## src/rtl/kmap_sweep_ctrl.sv

```systemverilog
// Sweeps every input vector through an SOP and a POS K-map implementation,
// captures both truth tables and reports the first and total disagreements.
module kmap_sweep_ctrl #(
   parameter int NVARS  = 4,
   parameter int SETTLE = 1
) (
   input  logic                  clk,
   input  logic                  reset,
   input  logic                  start,
   output logic [NVARS-1:0]      x,
   input  logic                  sop_in,
   input  logic                  pos_in,
   output logic                  busy,
   output logic                  done,
   output logic [2**NVARS-1:0]   truth_sop,
   output logic [2**NVARS-1:0]   truth_pos,
   output logic                  mismatch,
   output logic [NVARS-1:0]      mm_idx,
   output logic [NVARS:0]        mm_count,
   output logic [2:0]            state_dbg
);

   localparam int NV = 2**NVARS;
   localparam logic [NVARS-1:0] LAST_IDX = NVARS'(NV - 1);
   localparam logic [3:0] SETTLE_LAST = 4'((SETTLE > 0) ? SETTLE - 1 : 0);

   typedef enum logic [2:0] {
      S_IDLE   = 3'd0,
      S_APPLY  = 3'd1,
      S_WAIT   = 3'd2,
      S_SAMPLE = 3'd3,
      S_DONE   = 3'd4
   } state_t;

   state_t              state_q, state_d;
   logic [NVARS-1:0]    idx_q, idx_d;
   logic [NVARS-1:0]    x_q, x_d;
   logic [3:0]          wait_q, wait_d;
   logic [NV-1:0]       tsop_q, tsop_d;
   logic [NV-1:0]       tpos_q, tpos_d;
   logic                mm_q, mm_d;
   logic [NVARS-1:0]    mm_idx_q, mm_idx_d;
   logic [NVARS:0]      mm_cnt_q, mm_cnt_d;

   always_ff @(posedge clk) begin
      if (reset) begin
         state_q  <= S_IDLE;
         idx_q    <= '0;
         x_q      <= '0;
         wait_q   <= '0;
         tsop_q   <= '0;
         tpos_q   <= '0;
         mm_q     <= 1'b0;
         mm_idx_q <= '0;
         mm_cnt_q <= '0;
      end else begin
         state_q  <= state_d;
         idx_q    <= idx_d;
         x_q      <= x_d;
         wait_q   <= wait_d;
         tsop_q   <= tsop_d;
         tpos_q   <= tpos_d;
         mm_q     <= mm_d;
         mm_idx_q <= mm_idx_d;
         mm_cnt_q <= mm_cnt_d;
      end
   end

   always_comb begin
      state_d  = state_q;
      idx_d    = idx_q;
      x_d      = x_q;
      wait_d   = wait_q;
      tsop_d   = tsop_q;
      tpos_d   = tpos_q;
      mm_d     = mm_q;
      mm_idx_d = mm_idx_q;
      mm_cnt_d = mm_cnt_q;
      case (state_q)
         S_IDLE: begin
            // Previous results stay visible until a new sweep actually starts.
            if (start) begin
               state_d  = S_APPLY;
               idx_d    = '0;
               tsop_d   = '0;
               tpos_d   = '0;
               mm_d     = 1'b0;
               mm_idx_d = '0;
               mm_cnt_d = '0;
            end
         end
         S_APPLY: begin
            x_d     = idx_q;
            wait_d  = '0;
            state_d = (SETTLE > 0) ? S_WAIT : S_SAMPLE;
         end
         S_WAIT: begin
            if (wait_q == SETTLE_LAST) state_d = S_SAMPLE;
            else                       wait_d  = wait_q + 4'd1;
         end
         S_SAMPLE: begin
            tsop_d[idx_q] = sop_in;
            tpos_d[idx_q] = pos_in;
            if (sop_in != pos_in) begin
               mm_cnt_d = mm_cnt_q + 1'b1;
               if (!mm_q) mm_idx_d = idx_q;
               mm_d = 1'b1;
            end
            // Terminate by compare so idx never wraps.
            if (idx_q == LAST_IDX) begin
               state_d = S_DONE;
            end else begin
               idx_d   = idx_q + 1'b1;
               state_d = S_APPLY;
            end
         end
         S_DONE:  state_d = S_IDLE;
         default: state_d = S_IDLE;
      endcase
   end

   assign x         = x_q;
   assign busy      = (state_q != S_IDLE);
   assign done      = (state_q == S_DONE);
   assign truth_sop = tsop_q;
   assign truth_pos = tpos_q;
   assign mismatch  = mm_q;
   assign mm_idx    = mm_idx_q;
   assign mm_count  = mm_cnt_q;
   assign state_dbg = state_q;

endmodule

```

## config.mk

```make
export PLATFORM = sky130hd
export DESIGN_NAME = kmap_sweep_ctrl
export DESIGN_NICKNAME = d
export VERILOG_FILES = /design/src/rtl/kmap_sweep_ctrl.sv
export SDC_FILE = /design/constraint.sdc
export NUM_CORES = 1
export LEC_CHECK = 0
export ABC_AREA = 1
export CORE_MARGIN = 2
export CORE_UTILIZATION = 45
export CTS_CLUSTER_DIAMETER = 30
export CTS_CLUSTER_SIZE = 28
export DETAILED_ROUTE_END_ITERATION = 8
export PLACE_DENSITY = 0.71
export SKIP_LAST_GASP = 1
export SLEW_MARGIN = 40
export SYNTH_ARGS = -nofsm -noshare
export SYNTH_HDL_FRONTEND = slang
export SYNTH_SLANG_ARGS = --single-unit
```

## constraint.sdc

```tcl
create_clock -name clk -period 1.26 [get_ports clk]
set_input_delay 0.252 -clock clk [delete_from_list [all_inputs] [get_ports clk]]
set_output_delay 0.252 -clock clk [all_outputs]
set_load 0.005 [all_outputs]
```

==> flow_summary.toml, run 1 <==
[run_status]
status = "complete, but fails checks"
violations = "setup timing"

[placement]
dp_hpwl_mm = 4.47
portBuffers = 55
place.gp.congestion = 0.833
place_inst = 506

[sta]
finalCritPeriodShare = 1.18
hold_viol = 0
slew_viol_final = 0
hold_slack_ps = 447
worstMarginPinSlew_ps = 371
max_freq_mhz = 674
fin_ws_ps = -223
clock-skew-final_ps = 9.10
maxSlewHeadroom = 0.752
fin_crit_ps = 1480
grt_setup_unrepaired = "true"
setup_viol = 58

[cts]
cts_tree = "done"
cts_buffers = 9
clockBufferDepth = 2
cts_max_level = 3
clk_latency_ps = 340
clock-sinks = 57
root_buffer = "clkbuf_8"
clkTransAtPathRegs_ps = 60
hold_buffers = 0

[yosys]
synth-seq-area-share = 0.445
synth_edf_count = 0
synthFlopType = "dfxtp_1"
synth_cell_types = 23
syn_nets = 368
synthArstFlopShare = 0
ys_ff_latch = 57
syn_avg_cell_area_um2 = 7.20
ys_warn_count = 0
syn_area_um2 = 2560
syn_inst = 356

[power_and_ir_drop]
power.density_nw_per_um2 = 1040
irDropWorstVdd_mv = 0.739
p_leak_nw = 1.91

[routing]
drt-initial-drc-count = 169
wl_met3_um = 374
drtPass1Iterations = 5
vias = 2814
wl_mm = 8.45
wl_met1_mm = 3.42
drtAntennaViolNets = 0
wl_met2_mm = 4.37
drc = 0
detail_route.wl_per_cell_um = 15.7
viasPerCell = 5.22
top_layer = "met4"

[floorplan]
core_area_um2 = 5510
rows = 27
dieArea_um2 = 6310
die_w_um = 79.5
pin_count = 56
die_h_um = 79.5
initial_core_util = 0.465

[critical_path]
rr_endpoint = "truth_sop[11]"
reg2reg_from = "state_dbg[0]"
crit_path_max_fanout = 7
critical_path.startpoint_type = "register"
ff2ff_path_depth = 7
critPathRequiredTime_ps = 1520
end_kind = "register"
worstPathArrival_ps = 1750
r2r_slack_ps = -220
path_class = "register to register"

[hold_path]
min_path_type = "register to register"
hp-start = "x[3]"
hold_depth = 2
whs_endpoint = "x[3]"

[finish]
drive_gt1_frac = 0.370
insertedDiodeCount = 0
stdcell_count = 539
final_cell_mix = "nand2_1 (69), dlygate4sd2_1 (46), dfxtp_1 (41)"
final_common_cell = "nand2_1"
area_delta_synth_final_pct = 63.8
fin_nets = 474

[global_routing]
grt_max_degree = 23
grt_pass1_wl_mm = 12.4
antenna_found_initial = 0
overflow = 0
grt_pass1_vias = 2751
track_usage = 0.251

[flow_run]
drv_cap = 0
-- state kept, by name (all words and copies together) (netlist names) --
signal and cells:
mm_idx 4, mismatch 1, state_dbg 3, truth_sop 16, x 4, wait_q 4
truth_pos 16, mm_count 5, idx_q 4
-- how the worst max path moves through the flow --
| stage | startpoint | endpoint | slack [ps] | depth (start not counted) |
|---|---|---|---|---|
| 2_1_floorplan | idx_q[1] | state_dbg[0] | 20 | 6 |
| 3_3_place_gp | sop_in | truth_sop[13] | -240 | 7 |
| 3_5_place_dp | sop_in | mm_idx[3] | -290 | 8 |
| 4_1_cts | state_dbg[2] | busy | -120 | 4 |
| 5_1_grt | state_dbg[2] | truth_sop[11] | -310 | 8 |
| 6_report | state_dbg[0] | truth_sop[11] | -220 | 7 |
-- logic make-up (layout without fill, tap and decap cells) --
family / after synthesis / after routing / synth area share
buffers and inverters: 45 / 155 / 0.0742
adders and majority gates: 7 / 7 / 0.0342
and+or+nand+nor: 178 / 179 / 0.305
DFF: 57 / 57 / 0.445
AOI/OAI and AO/OA: 66 / 66 / 0.131
xor gates and xnor gates: 3 / 3 / 0.0103
-- cells in the mapped netlist, types with 3 or more instances --
cell	instances	area share
o21ai_0	11	0.021
buf_4	4	0.012
nand2_1	102	0.15
dfxtp_1	57	0.45
buf_2	5	0.0098
ha_1	7	0.034
nand2_2	3	0.0073
a21oi_1	53	0.10
inv_1	30	0.044
nor2_1	25	0.037
clkbuf_1	5	0.0073
nand3_1	37	0.072
xnor2_1	3	0.010
-- layer usage --
metal | track usage | up-vias
met2 | 0.412 | 94
met1 | 0.303 | 1324
li1 | - | 1367
met3 | 0.0452 | 29
met4 | 0.153 | 0
met5 | 0 | -
-- critical path, stage by stage (launching register included) --
cell	delay [ps]
dfxtp_4	360
buf_6	130
buf_6	120
nand3_4	160
nor2_4	210
clkbuf_16	200
nand2_1	70
a21oi_1	150
-- stage by stage --
stage / setup slack [ps] / util / power, mW / area, um^2 / setup TNS (ps)
2_1_floorplan: 15.3 / - / 2.15 / 2560 / 0
3_3_place_gp: -240 / 0.626 / 2.36 / 3440 / -9180
3_5_place_dp: -294 / 0.626 / 2.37 / 3440 / -9930
4_1_cts: -122 / 0.709 / 4.26 / 3900 / -2930
5_1_grt: -307 / 0.762 / 4.51 / 4200 / -10720
6_report: -223 / 0.762 / 4.35 / 4200 / -6860
-- layout make-up --
| class | count | area (um^2) |
|---|---|---|
| clock buffers | 14 | 173 |
| inverters | 31 | 119 |
| fillers | 406 | 1310 |
| clock inverters | 2 | 35.0 |
| well taps | 72 | 90.1 |
| flip-flops and latches | 57 | 1170 |
| multi-input cells | 255 | 1610 |
| repair buffers | 108 | 1000 |
-- report_power, final --
part           switching, mW  internal [mW]
combinational          0.398          0.274
sequential            0.0287           1.83
clock                  0.739           1.07
total                   1.17           3.18
-- what timing repair did --
item                                    CTS  global route
endpoints found under the hold margin     0             0
endpoints found under the setup margin  100            60
buffers inserted                         11             1
cloned                                    2             4
pin swaps                                17            20
gates resized for setup                 130            76
No activity file was read; power rests on OpenSTA's default activity.
==> run 2: changes to the inputs <==
--- a/config.mk
+++ b/config.mk
@@ -6,12 +6,12 @@
 export NUM_CORES = 1
 export LEC_CHECK = 0
 export ABC_AREA = 1
-export CORE_MARGIN = 2
+export CORE_MARGIN = 4
 export CORE_UTILIZATION = 45
 export CTS_CLUSTER_DIAMETER = 30
 export CTS_CLUSTER_SIZE = 28
 export DETAILED_ROUTE_END_ITERATION = 8
-export PLACE_DENSITY = 0.71
+export PLACE_DENSITY = 0.68
 export SKIP_LAST_GASP = 1
 export SLEW_MARGIN = 40
 export SYNTH_ARGS = -nofsm -noshare
==> constraint.sdc (replaced) <==
create_clock -name clk -period 1.6 [get_ports clk]
set_input_delay 0.32 -clock clk [delete_from_list [all_inputs] [get_ports clk]]
set_output_delay 0.32 -clock clk [all_outputs]
set_load 0.005 [all_outputs]
==> run 2 against run 1 <==
The run now ends clean. Clock power decreased by 31%. Register-to-register slack improved by 420 ps. Worst hold slack about the same. Sequential share of layout area increased by 5.0 points. Routed wire length decreased by 24%.
==> flow_summary.toml, run 2 (synthesized netlist as in run 1, its figures left out) <==
[critical_path]
critical_path.startpoint_type = "register"
ff2ff_path_depth = 8
cp_slowest_stage_delay_ps = 510
worstPathArrival_ps = 1230
worst-path-buf-inv = 1
path_class = "register to primary output"
critPathSlowestCell = "clkdlybuf4s50_1"
critPathRequiredTime_ps = 1280
reg2reg_from = "idx_q[0]"
crit_chain = "clkdlybuf4s50_1"
rr_endpoint = "truth_sop[8]"
r2r_slack_ps = 200
end_kind = "primary output"
crit_path_max_fanout = 7
critPathTopFamily = "buffers and inverters"

[finish]
n_fill_cell = 507
final_common_cell = "nand2_1"
area_delta_synth_final_pct = 36.9
insertedDiodeCount = 0
drive_gt1_frac = 0.123
final_cell_mix = "nand2_1 (102), a21oi_1 (53), clkdlybuf4s50_1 (52)"
fin_nets = 438
multi_input_area_um2 = 1250
seqCellArea_um2 = 1150

[sta]
fin_ws_ps = 46.3
fin_crit_ps = 1550
maxSlewHeadroom = 0.689
hold_slack_ps = 447
worstMarginPinSlew_ps = 466
slew_viol_final = 0
clock-skew-final_ps = 7.92
finalCritPeriodShare = 0.971
setup_viol = 0
finalSetupTns_ps = 0
hold_viol = 0
max_freq_mhz = 644
grt_setup_unrepaired = "true"

[floorplan]
core_area_um2 = 5510
rows = 27
die_w_um = 83.5
initial_core_util = 0.465
die_h_um = 83.5
pin_count = 56
dieArea_um2 = 6970

[routing]
drtPass1Iterations = 4
drtAntennaViolNets = 0
drt-initial-drc-count = 157
wl_mm = 6.45
vias = 2504
drc = 0
detail_route.wl_per_cell_um = 12.9
viasPerCell = 4.99

[hold_path]
min_path_type = "register to register"
hold_depth = 2
whs_endpoint = "x[3]"
hp-start = "x[3]"

[cts]
clk_latency_ps = 330
cts_tree = "done"
clkTransAtPathRegs_ps = 60
clock-sinks = 57
cts_buffers = 9
root_buffer = "clkbuf_8"
clockBufferDepth = 2
cts_max_level = 3

[run_status]
status = "finished clean"

[power_and_ir_drop]
p_leak_nw = 1.31
irDropWorstVdd_mv = 0.479
finalPower_mw = 3.06
power.density_nw_per_um2 = 871

[global_routing]
grt_max_degree = 40
overflow = 0
antenna_found_initial = 0
grt_pass1_vias = 2415
track_usage = 0.198
grt_pass1_wl_mm = 11.2

[placement]
dp_hpwl_mm = 4.50
dp_slack_ps = -1.39
portBuffers = 55
place.gp.congestion = 0.782

[flow_run]
drv_cap = 0
[run 2: repair_timing]
| item | 4_1_cts | 5_1_grt |
|---|---|---|
| buffers inserted | 0 | 1 |
| gates resized for setup | 8 | 7 |
| gates cloned | 0 | 0 |
| setup endpoints to repair | 5 | 9 |
| pin swaps | 0 | 0 |
| hold buffers | 0 | 0 |
[run 2: metal layers]
metal | GRT usage | part of all wire | up-vias
li1 | - | - | 1289
met1 | 0.251 | 0.47 | 1147
met2 | 0.316 | 0.46 | 64
met3 | 0.0602 | 0.054 | 4
met4 | 0.0746 | 0.012 | 0
met5 | 0 | 0 | -
[run 2: area by class of cell]
| cell class | count | area share |
|---|---|---|
| multi-input cells | 254 | 0.355 |
| inverters | 31 | 0.0332 |
| flip-flops and latches | 57 | 0.328 |
| repair buffers | 73 | 0.207 |
| clock buffers | 11 | 0.0374 |
| well taps | 72 | 0.0257 |
| clock inverters | 4 | 0.0128 |
[run 2: how the worst max path moves through the flow]
stage / start / endpoint / slack (ps) / cells past startpoint
2_1_floorplan: idx_q[1] / state_dbg[0] / 260 / 6
5_1_grt: idx_q[0] / truth_pos[4] / -4 / 8
4_1_cts: state_dbg[1] / busy / -100 / 3
6_report: state_dbg[1] / state_dbg[1] / 50 / 1
3_3_place_gp: start / idx_q[0] / 20 / 6
3_5_place_dp: sop_in / mm_idx[2] / -1 / 8
[run 2: stage by stage]
step	std cells	cell area, um^2	utilization
floorplan	356	2560	-
global placement	486	3290	0.598
detailed placement	486	3290	0.598
CTS	501	3490	0.633
global route	502	3510	0.637
finish	502	3510	0.637
[run 2: report_power, final]
part	internal, mW	switching, mW
Clock	0.703	0.548
Combinational	0.128	0.204
Sequential	1.45	0.0267
